File: src/rtl/vga_timing_decoder.sv
// Receive-side VGA timing decoder: measures hsync/vsync timing on pixel ticks,
// locks after consecutive clean frames and regenerates video_on/x/y.
module vga_timing_decoder #(
  parameter int H_RES       = 640,
  parameter int H_PULSE     = 96,
  parameter int H_BACK      = 48,
  parameter int H_FRONT     = 16,
  parameter int V_RES       = 480,
  parameter int V_PULSE     = 2,
  parameter int V_BACK      = 33,
  parameter int V_FRONT     = 10,
  parameter int LOCK_FRAMES = 2
) (
  input  logic       clk_100MHz,
  input  logic       reset,
  input  logic       p_tick,
  input  logic       hsync_in,
  input  logic       vsync_in,
  output logic       locked,
  output logic       video_on,
  output logic [9:0] x,
  output logic [9:0] y,
  output logic       frame_start,
  output logic [7:0] err_count
);

  localparam int H_TOTAL = H_PULSE + H_BACK + H_RES + H_FRONT;
  localparam int V_TOTAL = V_PULSE + V_BACK + V_RES + V_FRONT;
  localparam int GF_W    = $clog2(LOCK_FRAMES + 1);

  localparam logic [9:0] CNT_MAX     = 10'd1023;
  localparam logic [9:0] H_LAST      = 10'(H_TOTAL - 1);
  localparam logic [9:0] V_LAST      = 10'(V_TOTAL - 1);
  localparam logic [9:0] H_PW        = 10'(H_PULSE);
  localparam logic [9:0] V_PW        = 10'(V_PULSE);
  localparam logic [9:0] H_ACT_START = 10'(H_PULSE + H_BACK);
  localparam logic [9:0] H_ACT_END   = 10'(H_PULSE + H_BACK + H_RES);
  localparam logic [9:0] V_ACT_START = 10'(V_PULSE + V_BACK);
  localparam logic [9:0] V_ACT_END   = 10'(V_PULSE + V_BACK + V_RES);
  localparam logic [GF_W-1:0] GF_LAST = GF_W'(LOCK_FRAMES - 1);
  localparam logic [GF_W-1:0] GF_ONE  = GF_W'(1);

  typedef enum logic [1:0] {
    ST_SEARCH = 2'd0,
    ST_VERIFY = 2'd1,
    ST_LOCKED = 2'd2
  } state_t;

  function automatic logic [9:0] sat_inc10(input logic [9:0] v);
    if (v == CNT_MAX) return v;
    else return v + 10'd1;
  endfunction

  function automatic logic [7:0] sat_inc8(input logic [7:0] v);
    if (v == 8'd255) return v;
    else return v + 8'd1;
  endfunction

  logic            hs_prev_r, vs_prev_r;
  logic [9:0]      h_cnt_r, v_cnt_r, hs_low_r, vs_low_r;
  state_t          state_r, state_s;
  logic [GF_W-1:0] good_frames_r, good_frames_s;
  logic [7:0]      err_count_r, err_count_s;
  logic            hs_fall_s, vs_fall_s, line_ok_s, frame_ok_s, h_sat_s, check_fail_s;
  logic            in_h_s, in_v_s, video_on_s;
  logic [9:0]      x_s, y_s;
  logic            locked_r, video_on_r, frame_start_r;
  logic [9:0]      x_r, y_r;

  // Edge detection and line/frame checks against the previous measurement
  always_comb begin
    hs_fall_s    = p_tick & hs_prev_r & ~hsync_in;
    vs_fall_s    = p_tick & vs_prev_r & ~vsync_in;
    line_ok_s    = (h_cnt_r == H_LAST) && (hs_low_r == H_PW);
    frame_ok_s   = (v_cnt_r == V_LAST) && (vs_low_r == V_PW);
    h_sat_s      = p_tick & (h_cnt_r == CNT_MAX);
    check_fail_s = (hs_fall_s & ~line_ok_s) | (vs_fall_s & ~frame_ok_s) | h_sat_s;
  end

  // Sync history, position counters and pulse-width measurement
  always_ff @(posedge clk_100MHz) begin
    if (reset) begin
      hs_prev_r <= 1'b1;
      vs_prev_r <= 1'b1;
      h_cnt_r   <= 10'd0;
      v_cnt_r   <= 10'd0;
      hs_low_r  <= 10'd0;
      vs_low_r  <= 10'd0;
    end else if (p_tick) begin
      hs_prev_r <= hsync_in;
      vs_prev_r <= vsync_in;
      if (hs_fall_s) begin
        h_cnt_r  <= 10'd0;
        hs_low_r <= 10'd1;
        v_cnt_r  <= vs_fall_s ? 10'd0 : sat_inc10(v_cnt_r);
      end else begin
        h_cnt_r <= sat_inc10(h_cnt_r);
        if (!hsync_in) hs_low_r <= sat_inc10(hs_low_r);
      end
      // vsync width is measured in lines, so it only advances on hsync edges
      if (vs_fall_s) vs_low_r <= 10'd1;
      else if (hs_fall_s && !vsync_in) vs_low_r <= sat_inc10(vs_low_r);
    end
  end

  // Lock state register, clean-frame counter and error counter
  always_ff @(posedge clk_100MHz) begin
    if (reset) begin
      state_r       <= ST_SEARCH;
      good_frames_r <= '0;
      err_count_r   <= 8'd0;
    end else begin
      state_r       <= state_s;
      good_frames_r <= good_frames_s;
      err_count_r   <= err_count_s;
    end
  end

  // Lock next-state: checks are skipped in SEARCH, so the entry edge is never judged
  always_comb begin
    state_s       = state_r;
    good_frames_s = good_frames_r;
    err_count_s   = err_count_r;
    if (p_tick) begin
      case (state_r)
        ST_SEARCH: begin
          if (vs_fall_s) begin
            state_s       = ST_VERIFY;
            good_frames_s = '0;
          end else begin
            state_s = ST_SEARCH;
          end
        end
        ST_VERIFY: begin
          if (check_fail_s) begin
            state_s = ST_SEARCH;
          end else if (vs_fall_s) begin
            good_frames_s = good_frames_r + GF_ONE;
            state_s       = (good_frames_r == GF_LAST) ? ST_LOCKED : ST_VERIFY;
          end else begin
            state_s = ST_VERIFY;
          end
        end
        ST_LOCKED: begin
          if (check_fail_s) begin
            state_s     = ST_SEARCH;
            err_count_s = sat_inc8(err_count_r);
          end else begin
            state_s = ST_LOCKED;
          end
        end
        default: begin
          state_s       = ST_SEARCH;
          good_frames_s = '0;
        end
      endcase
    end else begin
      state_s = state_r;
    end
  end

  // Active-area decode from the registered counters
  always_comb begin
    in_h_s = (h_cnt_r >= H_ACT_START) && (h_cnt_r < H_ACT_END);
    in_v_s = (v_cnt_r >= V_ACT_START) && (v_cnt_r < V_ACT_END);
    if ((state_r == ST_LOCKED) && in_h_s && in_v_s) begin
      video_on_s = 1'b1;
      x_s        = h_cnt_r - H_ACT_START;
      y_s        = v_cnt_r - V_ACT_START;
    end else begin
      video_on_s = 1'b0;
      x_s        = 10'd0;
      y_s        = 10'd0;
    end
  end

  // Output registers, one cycle behind the counters and lock state
  always_ff @(posedge clk_100MHz) begin
    if (reset) begin
      locked_r      <= 1'b0;
      video_on_r    <= 1'b0;
      x_r           <= 10'd0;
      y_r           <= 10'd0;
      frame_start_r <= 1'b0;
    end else begin
      locked_r      <= (state_r == ST_LOCKED);
      video_on_r    <= video_on_s;
      x_r           <= x_s;
      y_r           <= y_s;
      frame_start_r <= vs_fall_s;
    end
  end

  assign locked      = locked_r;
  assign video_on    = video_on_r;
  assign x           = x_r;
  assign y           = y_r;
  assign frame_start = frame_start_r;
  assign err_count   = err_count_r;

endmodule

File: config.mk
export PLATFORM = sky130hd
export DESIGN_NAME = vga_timing_decoder
export DESIGN_NICKNAME = d
export VERILOG_FILES = /design/src/rtl/vga_timing_decoder.sv
export SDC_FILE = /design/constraint.sdc
export NUM_CORES = 1
export LEC_CHECK = 0
export ABC_AREA = 1
export CORE_MARGIN = 3
export CORE_UTILIZATION = 40
export CTS_CLUSTER_DIAMETER = 100
export DETAILED_ROUTE_END_ITERATION = 6
export HOLD_SLACK_MARGIN = 0.06
export PLACE_DENSITY = 0.57
export SLEW_MARGIN = 20
export SYNTH_ARGS = -nofsm -noshare
export SYNTH_HDL_FRONTEND = slang
export SYNTH_SLANG_ARGS = --single-unit
File: constraint.sdc
create_clock -name clk_100MHz -period 2.25 [get_ports clk_100MHz]
set_input_delay 0.3375 -clock clk_100MHz [delete_from_list [all_inputs] [get_ports clk_100MHz]]
set_output_delay 0.3375 -clock clk_100MHz [all_outputs]
set_load 0.05 [all_outputs]
==> results of run 1 <==
routing by layer:
metal | track usage [%] | vias to the layer above | routed length [µm] | part of all wire [%]
li1 | - | 1809 | - | -
met4 | 4.03 | 0 | 56 | 0.66
met2 | 26.1 | 37 | 3830 | 45
met5 | 0 | - | 0 | 0
met1 | 22.4 | 1519 | 4340 | 52
met3 | 4.08 | 4 | 199 | 2.4
cells in the final DEF (no fill, tap or decap), drive strengths merged:
master and count:
o31ai 2, a21oi 47, and3 1, or2 2, nor4 1, clkdlybuf4s50 35
clkinv 2, o211a 1, dfxtp 77, a31oi 1, nor2 84, a211oi 4
nor3 14, xor2 14, nand2 121, nand3 39, o21bai 1, o211ai 2
buf 8, nand3b 1, clkbuf 13, ha 13, xnor2 3, nand4 8
o21ai 20, bufinv 2, a22oi 2, inv 63
how the worst min path moves through the flow:
stage,startpoint,slack (ps),end
3_5_place_dp,vs_low_r[8]$_SDFFE_PP0P_,470,vs_low_r[9]$_SDFFE_PP0P_
2_1_floorplan,reset,420,locked$_SDFF_PP0_
5_1_grt,vs_low_r[8]$_SDFFE_PP0P_,490,vs_low_r[9]$_SDFFE_PP0P_
3_3_place_gp,vs_low_r[8]$_SDFFE_PP0P_,460,vs_low_r[9]$_SDFFE_PP0P_
6_report,vs_low_r[8]$_SDFFE_PP0P_,470,vs_low_r[9]$_SDFFE_PP0P_
4_1_cts,vs_low_r[8]$_SDFFE_PP0P_,470,vs_low_r[9]$_SDFFE_PP0P_
worst register-to-register path, delay by kind of cell, from the launching register on:
| family | cells | cell delay [ps] |
|---|---|---|
| and+or+nand+nor | 8 | 1080 |
| DFF | 1 | 380 |
| adders and majority gates | 1 | 210 |
| AOI/OAI and AO/OA | 1 | 120 |
sequential cells by signal (all words and copies together), names as in the netlist, 2 cells and up:
signal / cells
y: 10
x: 10
vs_low_r: 10
hs_low_r: 10
err_count: 8
h_cnt_r: 10
good_frames_r: 2
v_cnt_r: 10
state_r: 2
cell type report:
type	count	area, µm²	share of cell area [%]
clock buffers	13	179	3.85
clock inverters	3	65.1	1.40
inverters	64	248	5.33
repair buffers	43	410	8.84
flip-flops and latches	77	1540	33.2
multi-input cells	381	2040	43.9
well taps	129	161	3.48
cell families after synthesis:
kind of cell | Yosys count
AO/OA/AOI/OAI | 80
XOR/XNOR | 17
adder cells (fa/ha/maj) | 13
buffers and inverters | 72
flip-flops | 77
AND/OR/NAND/NOR | 271
power groups by stage:
stage / clock network (mW) / registers [mW] / logic, mW
floorplan: 0 / 1.43 / 0.128
global placement: 0 / 1.43 / 0.185
detailed placement: 0 / 1.43 / 0.184
CTS: 1.29 / 1.40 / 0.186
global route: 1.34 / 1.40 / 0.208
finish: 1.24 / 1.40 / 0.185
per-stage QoR:
| stage | hold slack [ps] | utilization, % | power [mW] | instance area [µm²] | setup slack (ps) |
|---|---|---|---|---|---|
| 6_report | 469 | 49.6 | 2.83 | 4640 | 317 |
| 5_1_grt | 486 | 49.6 | 2.95 | 4640 | 101 |
| 4_1_cts | 469 | 49.6 | 2.87 | 4640 | 283 |
| 3_5_place_dp | 474 | 47.0 | 1.61 | 4400 | 131 |
| 3_3_place_gp | 465 | 47.0 | 1.61 | 4400 | 126 |
| 2_1_floorplan | 421 | - | 1.55 | 3890 | 406 |
==> metrics.csv, run 1 <==
stage,metric,value,unit
final_layout,Area growth syn-to-layout,19.3,%
cts,Clock Path Buffers,2,
placement,routability-driven placement congestion ratio,0.852,
setup_path,Crit Path Class,reg -> out,
synth,combinational family with the most area after synthesis,simple AND/OR/NAND/NOR gates,
setup_path,R2R depth,10,
sta,fin crit share,85.9,%
setup_path,reg2reg start,h_cnt_r[0]$_SDFFE_PP0P_,
final_layout,share of cells above drive strength 1,12.2,%
global_routing,initial antenna violation count,0,
route,total length of routed wires,8430,µm
sta,Slew headroom,66.4,%
die,Chip Height,105,µm
placement,DP Wirelength,6370,µm
route,residual DRC count,0,
global_routing,global route overflow,0,
placement,placed cells,694,
setup_path,CP max stage delay,830,ps
synth,Post-Syn Area,3890,µm²
synth,post-synthesis xor/xnor area fraction,3.82,%
setup_path,crit path to,err_count[2],
synth,"Top FF cell, synth",dfxtp_1,
die,Die Area,11000,µm²
cts,TritonCTS Buffers,9,
route,Avg WL per Cell,11.9,µm
sta,Setup Total Neg Slack,0,ps
die,IO Count,36,
sta,Final Critical Period,1930,ps
cts,root buffer cell,clkbuf_8,
global_routing,vias in the first global route,3283,
cts,Worst-path clk slew,80,ps
global_routing,largest net degree at the start of global routing,19,
die,Die Width,105,µm
final_layout,Fill cells,956,
route,drt via density,4.75,
power_and_ir_drop,Logic pwr share,6.6,%
cts,# hold bufs at CTS,0,
setup_path,capturing point of the worst reg2reg path,h_cnt_r[9]$_SDFFE_PP0P_,
sta,fmax,517,MHz
sta,RSZ-0062 raised after global routing,no,
synth,Synth async-reset ratio,0,%
synth,Seq cells post-synth,77,
power_and_ir_drop,Clock power frac,44.0,%
placement,port bufs,35,
setup_path,WP depth,1,
global_routing,first-pass GRT wire length,15000,µm
synth,cells after synthesis,530,
cts,"Clk Latency, worst-skew pair",340,ps
route,ANT nets after route,0,
sta,Clock Skew,7.18,ps
power_and_ir_drop,Net Sw Frac,22.6,%
setup_path,CP max stage cell,clkdlybuf4s50_1,
synth,Synth warnings,0,
sta,Final setup viols,0,
run,max-cap viol count,0,
sta,Final Hold Vio Count,0,
final_layout,Non-Filler Instances,710,
setup_path,worst reg2reg setup slack,360,ps
final_layout,antenna diode count,0,
setup_path,Crit path buffers/inverters,1,
cts,post-CTS setup buffers,0,
synth,Area contributors post-synth,"dfxtp_1, nand2_1, nor2_1",
synth,Synth cell types,42,
sta,"Slew Viols, Final",0,
cts,Clock Sinks,77,
power_and_ir_drop,Static Leakage,1.91,nW
power_and_ir_drop,Worst VDD drop,0.000304,V
synth,Synth Area in Compound Gates,11.4,%
die,core area,9370,µm²
global_routing,Total GRT Usage,16.4,%
setup_path,CP Launch Point,err_count[2]$_SDFFE_PP0P_,
synth,post-synthesis net count,548,
synth,post-synthesis adder-cell area fraction,4.18,%
setup_path,worst path required time,1910,ps
synth,Synth top cells by count,"nand2_1, dfxtp_1, nor2_1",
setup_path,crit-path cells,clkdlybuf4s50_1,
final_layout,final net count,594,
power_and_ir_drop,Pint,2.19,mW
setup_path,CP Capture Type,output pin,
synth,number of synthesized flops with an enable pin,0,
power_and_ir_drop,PD cells,608,nW/µm²
setup_path,Worst path top cell family by delay,buffers and inverters,
synth,sequential fraction of the synthesis area,39.6,%
synth,Yosys top cell area share,39.6,%
synth,"Avg Cell Area, Syn",7.35,µm²
die,Initial Util,41.5,%
power_and_ir_drop,Flop pwr share,49.4,%
synth,simple-gate portion of the synthesized area,32.9,%
hold_path,Min-Delay Path Class,reg -> reg,
setup_path,CP Max Fanout,5,
setup_path,Startpoint Class,register,
synth,most common cell in the netlist,nand2_1,
synth,mux share of post-synthesis cell area,0,%
route,drt pass-1 iters,4,
sta,worst slew pin tran,503,ps
cts,H-Tree Depth,3,
route,via count,3369,
die,row count,35,
hold_path,Hold Path Cell Cnt,2,
cts,PostCTS Resize Cnt,0,
cts,CTS tree,done,
synth,"area leader, netlist",dfxtp_1,
setup_path,WP data arrival,1600,ps
power_and_ir_drop,NetSw,640,µW
outcome,outcome,completed,
route,Initial DRC Count,98,
(Power assumes the default switching activity.)
==> run 2, diff against run 1 <==
--- a/config.mk
+++ b/config.mk
@@ -12,7 +12,7 @@
 export DETAILED_ROUTE_END_ITERATION = 6
 export HOLD_SLACK_MARGIN = 0.06
 export PLACE_DENSITY = 0.57
-export SLEW_MARGIN = 20
+export SLEW_MARGIN = 10
 export SYNTH_ARGS = -nofsm -noshare
 export SYNTH_HDL_FRONTEND = slang
 export SYNTH_SLANG_ARGS = --single-unit
==> results of run 2 <==
The final DEF is identical to that of run 1; final timing and power are the same.
